==> src/rtl/main.sv <==
// Four-approach round-robin traffic-light controller (A, B, C, D).
// Each served approach runs through green, yellow and an all-red clearance.
// The next approach is the first one after the current one, in A-B-C-D order,
// whose sensor bit is set.
module main #(
  parameter int unsigned MIN_GREEN = 50,
  parameter int unsigned MAX_GREEN = 300,
  parameter int unsigned YELLOW_T  = 30,
  parameter int unsigned ALLRED_T  = 10
) (
  input  logic       clk,
  input  logic       arstN,  // synchronous, active-high despite the name
  input  logic [3:0] sensor,
  output logic [2:0] tl_sig_arr [0:3]
);

  localparam int unsigned CntW = $clog2(MAX_GREEN + 1);

  localparam logic [2:0] LampGreen  = 3'b001;
  localparam logic [2:0] LampYellow = 3'b010;
  localparam logic [2:0] LampRed    = 3'b100;

  typedef enum logic [1:0] {StGreen, StYellow, StAllRed} phase_e;

  phase_e          phase_q, phase_d;
  logic [1:0]      cur_q, cur_d;
  logic [CntW-1:0] cnt_q, cnt_d;

  logic [3:0] cur_onehot;
  logic       other_req;
  logic [1:0] next_appr;
  logic       found;

  // Request decode and round-robin search for the next approach to serve
  always_comb begin
    cur_onehot = 4'b0001 << cur_q;
    other_req  = |(sensor & ~cur_onehot);
    next_appr  = cur_q + 2'd1;
    found      = 1'b0;
    for (int i = 1; i < 4; i++) begin
      logic [1:0] idx;
      idx = cur_q + 2'(i);
      if (!found && sensor[idx]) begin
        next_appr = idx;
        found     = 1'b1;
      end
    end
  end

  // State register: phase, served approach and cycle counter
  always_ff @(posedge clk) begin
    if (arstN) begin
      phase_q <= StGreen;
      cur_q   <= 2'd0;
      cnt_q   <= '0;
    end else begin
      phase_q <= phase_d;
      cur_q   <= cur_d;
      cnt_q   <= cnt_d;
    end
  end

  // Next-state logic; the counter clears on every phase change
  always_comb begin
    phase_d = phase_q;
    cur_d   = cur_q;
    // Saturate so an idle green can last forever without wrapping
    cnt_d   = (cnt_q == {CntW{1'b1}}) ? cnt_q : cnt_q + 1'b1;
    unique case (phase_q)
      StGreen: begin
        if (other_req &&
            ((!sensor[cur_q] && (cnt_q >= CntW'(MIN_GREEN - 1))) ||
             (cnt_q >= CntW'(MAX_GREEN - 1)))) begin
          phase_d = StYellow;
          cnt_d   = '0;
        end
      end
      StYellow: begin
        if (cnt_q >= CntW'(YELLOW_T - 1)) begin
          phase_d = StAllRed;
          cnt_d   = '0;
        end
      end
      StAllRed: begin
        if (cnt_q >= CntW'(ALLRED_T - 1)) begin
          phase_d = StGreen;
          cur_d   = next_appr;
          cnt_d   = '0;
        end
      end
      default: begin
        phase_d = StGreen;
        cnt_d   = '0;
      end
    endcase
  end

  // Lamp outputs decoded from state only: only the served approach can be non-red
  always_comb begin
    for (int i = 0; i < 4; i++) begin
      tl_sig_arr[i] = LampRed;
      if (cur_q == 2'(i)) begin
        if (phase_q == StGreen)  tl_sig_arr[i] = LampGreen;
        if (phase_q == StYellow) tl_sig_arr[i] = LampYellow;
      end
    end
  end

endmodule

==> config.mk <==
export PLATFORM = sky130hd
export DESIGN_NAME = main
export DESIGN_NICKNAME = d
export VERILOG_FILES = /design/src/rtl/main.sv
export SDC_FILE = /design/constraint.sdc
export NUM_CORES = 1
export LEC_CHECK = 0
export BUFFER_PORTS_ARGS = -buffer_cell sky130_fd_sc_hd__buf_2
export CELL_PAD_IN_SITES_DETAIL_PLACEMENT = 1
export CELL_PAD_IN_SITES_GLOBAL_PLACEMENT = 2
export CORE_MARGIN = 8
export CORE_UTILIZATION = 34
export CTS_CLUSTER_DIAMETER = 30
export DETAILED_ROUTE_END_ITERATION = 10
export MAX_ROUTING_LAYER = met4
export PLACE_DENSITY_LB_ADDON = 0.15
export SLEW_MARGIN = 30
export SYNTH_ARGS = -nofsm -noshare
export SYNTH_HDL_FRONTEND = slang
export SYNTH_SLANG_ARGS = --single-unit
==> constraint.sdc <==
create_clock -name clk -period 6.85 [get_ports clk]
set_input_delay 1.37 -clock clk [delete_from_list [all_inputs] [get_ports clk]]
set_output_delay 1.37 -clock clk [all_outputs]
set_load 0.05 [all_outputs]
==> results of run 1 <==
## layout make-up
cell class | count | area [um2]
fillers | 379 | 1820
clock buffers | 3 | 22.5
repair buffers | 17 | 85.1
multi-input cells | 106 | 742
inverters | 6 | 22.5
clock inverters | 1 | 5.00
well taps | 33 | 41.3
flip-flops and latches | 13 | 260
## state kept, by name (all words and copies together) (netlist names)
register  cells
cnt_q         9
cur_q         2
phase_q       2
## worst paths after layout
check / startpoint / to / cells after the start / slack, ns
max: cur_q[0]$_SDFFE_PP0P_ / tl_sig_arr[5] / 4 / 3.80
min: cnt_q[8]$_SDFF_PP0_ / cnt_q[8]$_SDFF_PP0_ / 2 / 0.61
max reg2reg: cnt_q[1]$_SDFF_PP0_ / cnt_q[1]$_SDFF_PP0_ / 7 / 4.59
min reg2reg: cnt_q[8]$_SDFF_PP0_ / cnt_q[8]$_SDFF_PP0_ / 2 / 0.61
## per-layer routing
layer  GRT usage  vias to the layer above
met4      0.0272                        0
li1            -                      504
met2       0.148                       20
met1       0.163                      448
met3      0.0404                        4
met5           -                        -
## layout by cell type (no fill, tap or decap), types with 4 or more instances in the layout
master	instances
a211oi_1	4
nor2_1	20
dfxtp_1	13
inv_1	6
nand3_1	7
nand2_1	8
o21ai_0	6
buf_2	17
nand4_1	5
nand2b_1	10
mux2i_1	5
ha_1	6
## report_power, final
group	internal (uW)	leakage (uW)	switching [uW]	total, uW
clock	21.7	0.0000177	27.7	49.4
sequential	77.1	0.000105	3.62	80.7
combinational	8.00	0.000354	10.1	18.1
total	107	0.000477	41.4	148
## cells by family (layout without fill, tap and decap cells)
family                   count (synthesis)  count (layout)
flip-flops                              13              13
buffers and inverters                   12              27
AO/OA/AOI/OAI                           26              26
multiplexers                             7               7
XOR/XNOR                                 4               4
AND/OR/NAND/NOR                         63              63
adder cells (fa/ha/maj)                  6               6
## critical path, stage by stage, from the launching register on
cell,delay [ns]
dfxtp_1,0.56
inv_1,0.18
ha_1,0.25
nand2b_1,0.12
buf_2,0.28
## stage by stage
stage / hold slack [ns] / utilization
final: 0.610 / 0.393
after global placement: 0.577 / 0.383
after CTS: 0.615 / 0.393
after global routing: 0.665 / 0.393
after floorplan: 0.532 / -
after detailed placement: 0.593 / 0.383
==> impl_metrics.toml, run 1 <==
[run_status]
status = "complete, no violations"

[finish]
layout-drive-gt1-share = 0.205
fin_cells = 179
antenna_cells = 0
final_nets = 159
area_delta_synth_final_pct = 12.5
design_area_mm2 = 0.00118

[synth]
ys_ff_latch = 13
synth.area.top_cells = "dfxtp_1, ha_1, nor2_1, nand2b_1, mux2i_1"
synth_cell_types = 36
synth_edf_count = 0
syn_nets = 143
synth_top_area_cell = "dfxtp_1"
yosysMostFrequentCell = "nor2_1"
synth_xor_area_frac = 0.0335
synth_warnings = 0
synth-simple-area-share = 0.320
yosysTopAreaCellShare = 0.249
async_reset_ff_frac = 0
syn-instance-count = 131
synth_top_family_by_area = "simple AND/OR/NAND/NOR gates"
syn_area_per_cell_um2 = 7.99
seq_area_frac_synth = 0.249
synth_ff_type = "dfxtp_1"
synth-compound-area-share = 0.203
synth_area_mm2 = 0.00105
synth-adder-area-share = 0.0717
muxShareOfSynthArea = 0.0800
netlist_top_cells_count = "nor2_1, dfxtp_1, nand2b_1, nand2_1, nand3_1"

[routing]
top_layer = "met4"
met3WireLength_um = 175
wl_per_cell_um = 15.2
drtPass1Iterations = 4
vias_per_cell = 5.45
met1_length_um = 1510
vias = 976
ant_nets = 0
drc = 0
drt-total-wl_um = 2710
met2WireLength_um = 999
drt_iter0_drc = 45

[clock_tree]
ctsResizeCount = 0
clk_latency_ns = 0.28
postCtsHoldBufs = 0
cts_tree = "done"
htree_levels = 1
cts_buffers = 3
cts_sinks = 13
postCtsSetupBuffers = 0
clk_path_buf_depth = 2
clk_pin_slew_ns = 0.09
root_buffer = "clkbuf_4"

[timing]
hold_viol = 0
min_period_ns = 3.05
fin_ws_ns = 3.80
skew_ns = 0.00567
relSlewSlack = 0.716
maxSlewViolCount = 0
worst_slew_pin_slew_ns = 0.422
fmax_mhz = 328
setup-tns-final_ns = 0
grt_setup_unrepaired = "false"
setup_viol = 0
min_period_over_period = 0.445

[power]
cellPowerDensity_mw_per_mm2 = 126
power_leakage_uw = 0.000477
finalPower_uw = 148
max-vdd-ir-drop_v = 0.0000809

[global_route]
grt_max_degree = 13
grt_pass1_vias = 983
gr-total-overflow = 0
grt_use_total = 0.115
grt_pass1_wl_um = 4750
antenna_found_initial = 0

[critical_path]
start_kind = "flop"
arrival_ns = 1.68
required_ns = 5.48
crit_path_end_kind = "output port"
critPathKind = "flop to output port"
cp_max_fo = 10

[min_path]
hold_class = "flop to flop"

[job]
drv_cap = 0

[die]
die_w_um = 71.5
die-area_mm2 = 0.00511
core.rowCount = 20
start_util = 0.349
io_pins = 18
die_h_um = 71.5
core_area_mm2 = 0.00300

[place]
placed_cell_area_mm2 = 0.00115
placedCellCount = 175
dp_slack_ns = 4.12
portBuffers = 17
place_hpwl_um = 2110
finalWeightedCongestion = 0.797
Power figures use the tool's default switching activity.
==> run 2, diff against run 1 <==
ABC_AREA = 1   (was not set)
CORE_UTILIZATION = 26   (was 34)
clock period = 2.6 ns   (was 6.85 ns; I/O delays follow)
==> impl_metrics.toml, run 2 <==
[synth]
yosysTopAreaCellShare = 0.234
async_reset_ff_frac = 0
synth_edf_count = 0
syn_nets = 190
synth-compound-area-share = 0.0742
synth_ff_type = "dfxtp_1"
synth-adder-area-share = 0.0675
muxShareOfSynthArea = 0
synth_top_area_cell = "dfxtp_1"
netlist_top_cells_count = "nand2_1, inv_1, nor2_1, dfxtp_1, nor2_2"
seq_area_frac_synth = 0.234
syn-instance-count = 178
syn_area_per_cell_um2 = 6.25
yosysMostFrequentCell = "nand2_1"
synth_area_mm2 = 0.00111
synth_top_family_by_area = "simple AND/OR/NAND/NOR gates"
ys_ff_latch = 13
synth_cell_types = 25
synth_xor_area_frac = 0.0315
synth.area.top_cells = "dfxtp_1, nand2_1, inv_1, nor2_1, ha_1"
synth_warnings = 0
synth-simple-area-share = 0.487

[timing]
relSlewSlack = 0.748
setup-tns-final_ns = 0
hold_viol = 0
whs_ns = 0.591
worst_slew_pin_slew_ns = 0.377
setup_viol = 0
maxSlewViolCount = 0
grt_setup_unrepaired = "false"
min_period_ns = 2.01
fmax_mhz = 497
min_period_over_period = 0.774
fin_ws_ns = 0.589
skew_ns = 0.00203

[clock_tree]
root_buffer = "clkbuf_8"
clk_pin_slew_ns = 0.06
clk_latency_ns = 0.24
cts_buffers = 3
ctsResizeCount = 0
cts_sinks = 13
postCtsHoldBufs = 0
postCtsSetupBuffers = 0
cts_tree = "done"
htree_levels = 1
clk_path_buf_depth = 2

[global_route]
met3_usage = 0.0331
gr-total-overflow = 0
grt_pass1_wl_um = 4860
grtUsageMet2 = 0.138
antenna_found_initial = 0
grtUsageMet1 = 0.120
grt_pass1_vias = 1090
grt_use_total = 0.0940
grt-busiest-layer = "met2"
grt_max_degree = 12

[finish]
multiInputGateArea_um2 = 734
largest_registers = "cnt_q (9), cur_q (2), phase_q (2)"
antenna_cells = 0
largest_reg_flops = 9
fillers = 556
layout-drive-gt1-share = 0.259
final_cell_mix = "nand2_1, inv_1, nor2_1"
final_common_cell = "nand2_1"
seq_area_um2 = 260
area_delta_synth_final_pct = 16.2
regMostFlops = "cnt_q"
final_nets = 210

[routing]
vias = 1098
wl_per_cell_um = 11.4
drc = 0
ant_nets = 0
drt_iter0_drc = 20
drt-total-wl_um = 2820
drtPass1Iterations = 4
vias_per_cell = 4.45

[power]
max-vdd-ir-drop_v = 0.000254
cellPowerDensity_mw_per_mm2 = 340
p_int_uw = 329
clockPowerShare = 0.415
power_frac_seq = 0.477
power_switching_uw = 111
power_leakage_uw = 0.000634
netSwitchingFraction = 0.252
p_comb_frac = 0.108

[die]
die_w_um = 81.4
core.rowCount = 23
die-area_mm2 = 0.00663
io_pins = 18
die_h_um = 81.4
start_util = 0.274
core_area_mm2 = 0.00406

[place]
place_hpwl_um = 2390
finalWeightedCongestion = 0.763
portBuffers = 17
dp_slack_ns = 0.841

[critical_path]
required_ns = 2.08
start_kind = "flop"
arrival_ns = 1.49
cp_slowest_cell = "dfxtp_1"
cp_max_fo = 11
crit_family = "flip-flops"
crit_path_end_kind = "output port"
critPathBufInv = 2
critPathMaxStageDelay_ns = 0.54
critPathKind = "flop to output port"
worstPathCellList = "inv_2, ha_1, nand2_1, buf_2"

[job]
drv_cap = 0

[min_path]
hold_class = "input pin to flop"

[run_status]
status = "complete, no violations"
==> run 2: cell types whose count changed after synthesis, moves of 6 or more <==
cell      delta
nand2_1     +39
inv_1       +18
nor2_2      +12
nand2b_1    -10
clkbuf_1     -6
==> run 2: per-layer routing <==
| metal | up-vias | share of wire |
|---|---|---|
| met3 | 2 | 0.047 |
| met5 | - | 0 |
| met1 | 499 | 0.52 |
| li1 | 585 | - |
| met4 | 0 | 0.0060 |
| met2 | 12 | 0.42 |
==> run 2: layout make-up <==
class                   instances  share of cell area
multi-input cells             135               0.568
flip-flops and latches         13               0.201
inverters                      28              0.0813
repair buffers                 17              0.0658
well taps                      50              0.0484
clock buffers                   4              0.0348
==> run 2: worst paths after layout <==
| path | start | endpoint | slack (ns) | depth (start not counted) |
|---|---|---|---|---|
| setup / recovery | cur_q[0]$_SDFFE_PP0P_ | tl_sig_arr[5] | 0.59 | 4 |
| hold / removal | arstN | cur_q[0]$_SDFFE_PP0P_ | 0.59 | 4 |
| setup reg to reg | cur_q[0]$_SDFFE_PP0P_ | cur_q[0]$_SDFFE_PP0P_ | 0.95 | 8 |
| hold reg to reg | cur_q[1]$_SDFFE_PP0P_ | cur_q[1]$_SDFFE_PP0P_ | 0.62 | 2 |
==> run 2: kinds of logic after synthesis <==
| kind of cell | after synthesis |
|---|---|
| AOI/OAI and AO/OA | 16 |
| xor gates and xnor gates | 4 |
| adders and majority gates | 6 |
| buffers and inverters | 30 |
| DFF | 13 |
| and+or+nand+nor | 109 |
==> run 2: worst register-to-register path: stages (launching register included) <==
cell and delay (ns):
dfxtp_1 0.54, inv_2 0.10, ha_1 0.34, inv_1 0.11, nand2_1 0.06, nand2_1 0.08, nand2_1 0.09, a21oi_1 0.16
nor2_1 0.06
==> run 2: power by group through the flow <==
stage	registers, uW	logic (uW)	clock network, uW
6_report	210	47.4	182
5_1_grt	210	54.2	204
4_1_cts	210	48.6	193
3_5_place_dp	214	48.4	0
3_3_place_gp	214	47.3	0
2_1_floorplan	212	35.2	0
==> run 2: per-stage QoR <==
stage	power, uW	area, um2	utilization	cells
after global placement	261	1250	0.307	243
final	440	1290	0.319	247
after floorplan	247	1110	-	178
after CTS	451	1290	0.319	247
after detailed placement	263	1250	0.307	243
after global routing	469	1290	0.319	247
==> run 3, diff against run 2 <==
ABC_AREA = 0   (was 1)
CORE_UTILIZATION = 32   (was 26)
clock period = 2 ns   (was 2.6 ns; I/O delays follow)
==> impl_metrics.toml, run 3 (synthesis results as in run 1) <==
[run_status]
status = "finished, violations left"
violations = "negative setup slack"

[clock_tree]
cts_buffers = 3
clk_pin_slew_ns = 0.08
root_buffer = "clkbuf_4"
htree_levels = 1
clk_path_buf_depth = 2
postCtsHoldBufs = 0
cts_sinks = 13
cts_tree = "done"
clk_latency_ns = 0.27

[critical_path]
critPathKind = "flop to flop"
arrival_ns = 2.20
start_kind = "flop"
crit_path_end_kind = "flop"
required_ns = 2.19
cp_max_fo = 8

[timing]
relSlewSlack = 0.728
fmax_mhz = 499
min_period_over_period = 1.00
fin_ws_ns = -0.00428
setup-tns-final_ns = -0.00428
hold_viol = 0
skew_ns = 0.00111
worst_slew_pin_slew_ns = 0.407
setup_viol = 1
maxSlewViolCount = 0
grt_setup_unrepaired = "true"
min_period_ns = 2.00

[global_route]
grt_use_total = 0.125
grt_max_degree = 12
grt_pass1_wl_um = 5280
grt_pass1_vias = 1114
gr-total-overflow = 0
antenna_found_initial = 0

[finish]
final_cell_mix = "buf_2, nor2_1, dfxtp_1, buf_4, nand2b_1"
regMostFlops = "cnt_q"
largest_registers = "cnt_q (9), cur_q (2), phase_q (2)"
final_common_cell = "buf_2"
antenna_cells = 0
area_delta_synth_final_pct = 26.9
largest_reg_flops = 9
layout-drive-gt1-share = 0.308
final_nets = 172

[routing]
wl_per_cell_um = 15.6
vias = 1057
drt_iter0_drc = 28
drt-total-wl_um = 3170
drc = 0
ant_nets = 0
drtPass1Iterations = 4
vias_per_cell = 5.21

[job]
drv_cap = 0

[place]
finalWeightedCongestion = 0.824
dp_slack_ns = -0.0257
portBuffers = 17
place_hpwl_um = 2520

[die]
start_util = 0.340
die_w_um = 73.2
die_h_um = 73.2
io_pins = 18
core.rowCount = 20
die-area_mm2 = 0.00536
core_area_mm2 = 0.00308

[power]
cellPowerDensity_mw_per_mm2 = 386
max-vdd-ir-drop_v = 0.000190
power_leakage_uw = 0.000549

[min_path]
hold_class = "input pin to flop"
## run 3: cell types whose count changed in the layout (fill, tap and decap cells not counted), sizes merged, moves of 3 or more
cell	previous run	this run
nand2	54	8
and2	0	3
inv	28	6
a211oi	0	5
nand4	0	5
and3	0	3
nor2	35	20
nand2b	0	10
nand3	14	9
mux2i	0	5
buf	17	29
a21oi	7	3
## run 3: layer usage
metal / vias up / track usage / share of wire
li1: 533 / - / -
met1: 510 / 0.141 / 0.41
met2: 12 / 0.226 / 0.56
met3: 2 / 0.0165 / 0.018
met4: 0 / 0.0267 / 0.0047
met5: - / - / 0
## run 3: critical path, cell delays in order (launching register included)
cell and delay (ns):
dfxtp_1 0.32, buf_4 0.16, o41a_1 0.45, or4_4 0.52, o22ai_4 0.18, nand3_4 0.13
a211oi_2 0.18
## run 3: report_power, final
group          switching [uW]  internal [uW]
clock                    83.3           77.1
sequential               4.44            264
combinational            47.6           35.8
## run 3: metrics by stage
step	hold WS (ns)	power, uW	instances	util	instance area, um2
after floorplan	0.469	325	131	-	1080
after global placement	0.574	350	197	0.413	1270
after detailed placement	0.591	354	197	0.413	1270
after CTS	0.389	516	201	0.422	1300
after global routing	0.384	538	203	0.432	1330
final	0.392	513	203	0.432	1330
## run 3: cell type report
cell class / instances / area (um2)
clock buffer: 4 / 26.3
inverter: 6 / 22.5
tap: 44 / 55.1
sequential: 13 / 262
multi-input combinational: 107 / 788
fill: 390 / 1750
timing repair buffer: 29 / 175
## run 3: what timing repair did
item / 4_1_cts / 5_1_grt
resized for setup: 1 / 1
buffers inserted: 0 / 1
cloned: 0 / 1
pin swaps: 1 / 0
setup endpoints to repair: 1 / 10
## run 3: final timing paths
check                      startpoint  slack (ns)  depth (start not counted)                     to
setup reg to reg  cnt_q[1]$_SDFF_PP0_      -0.004                          6    cnt_q[1]$_SDFF_PP0_
setup / recovery  cnt_q[1]$_SDFF_PP0_      -0.004                          6    cnt_q[1]$_SDFF_PP0_
hold / removal                  arstN        0.39                          2  cur_q[1]$_SDFFE_PP0P_
hold reg to reg   cnt_q[1]$_SDFF_PP0_        0.59                          3    cnt_q[1]$_SDFF_PP0_
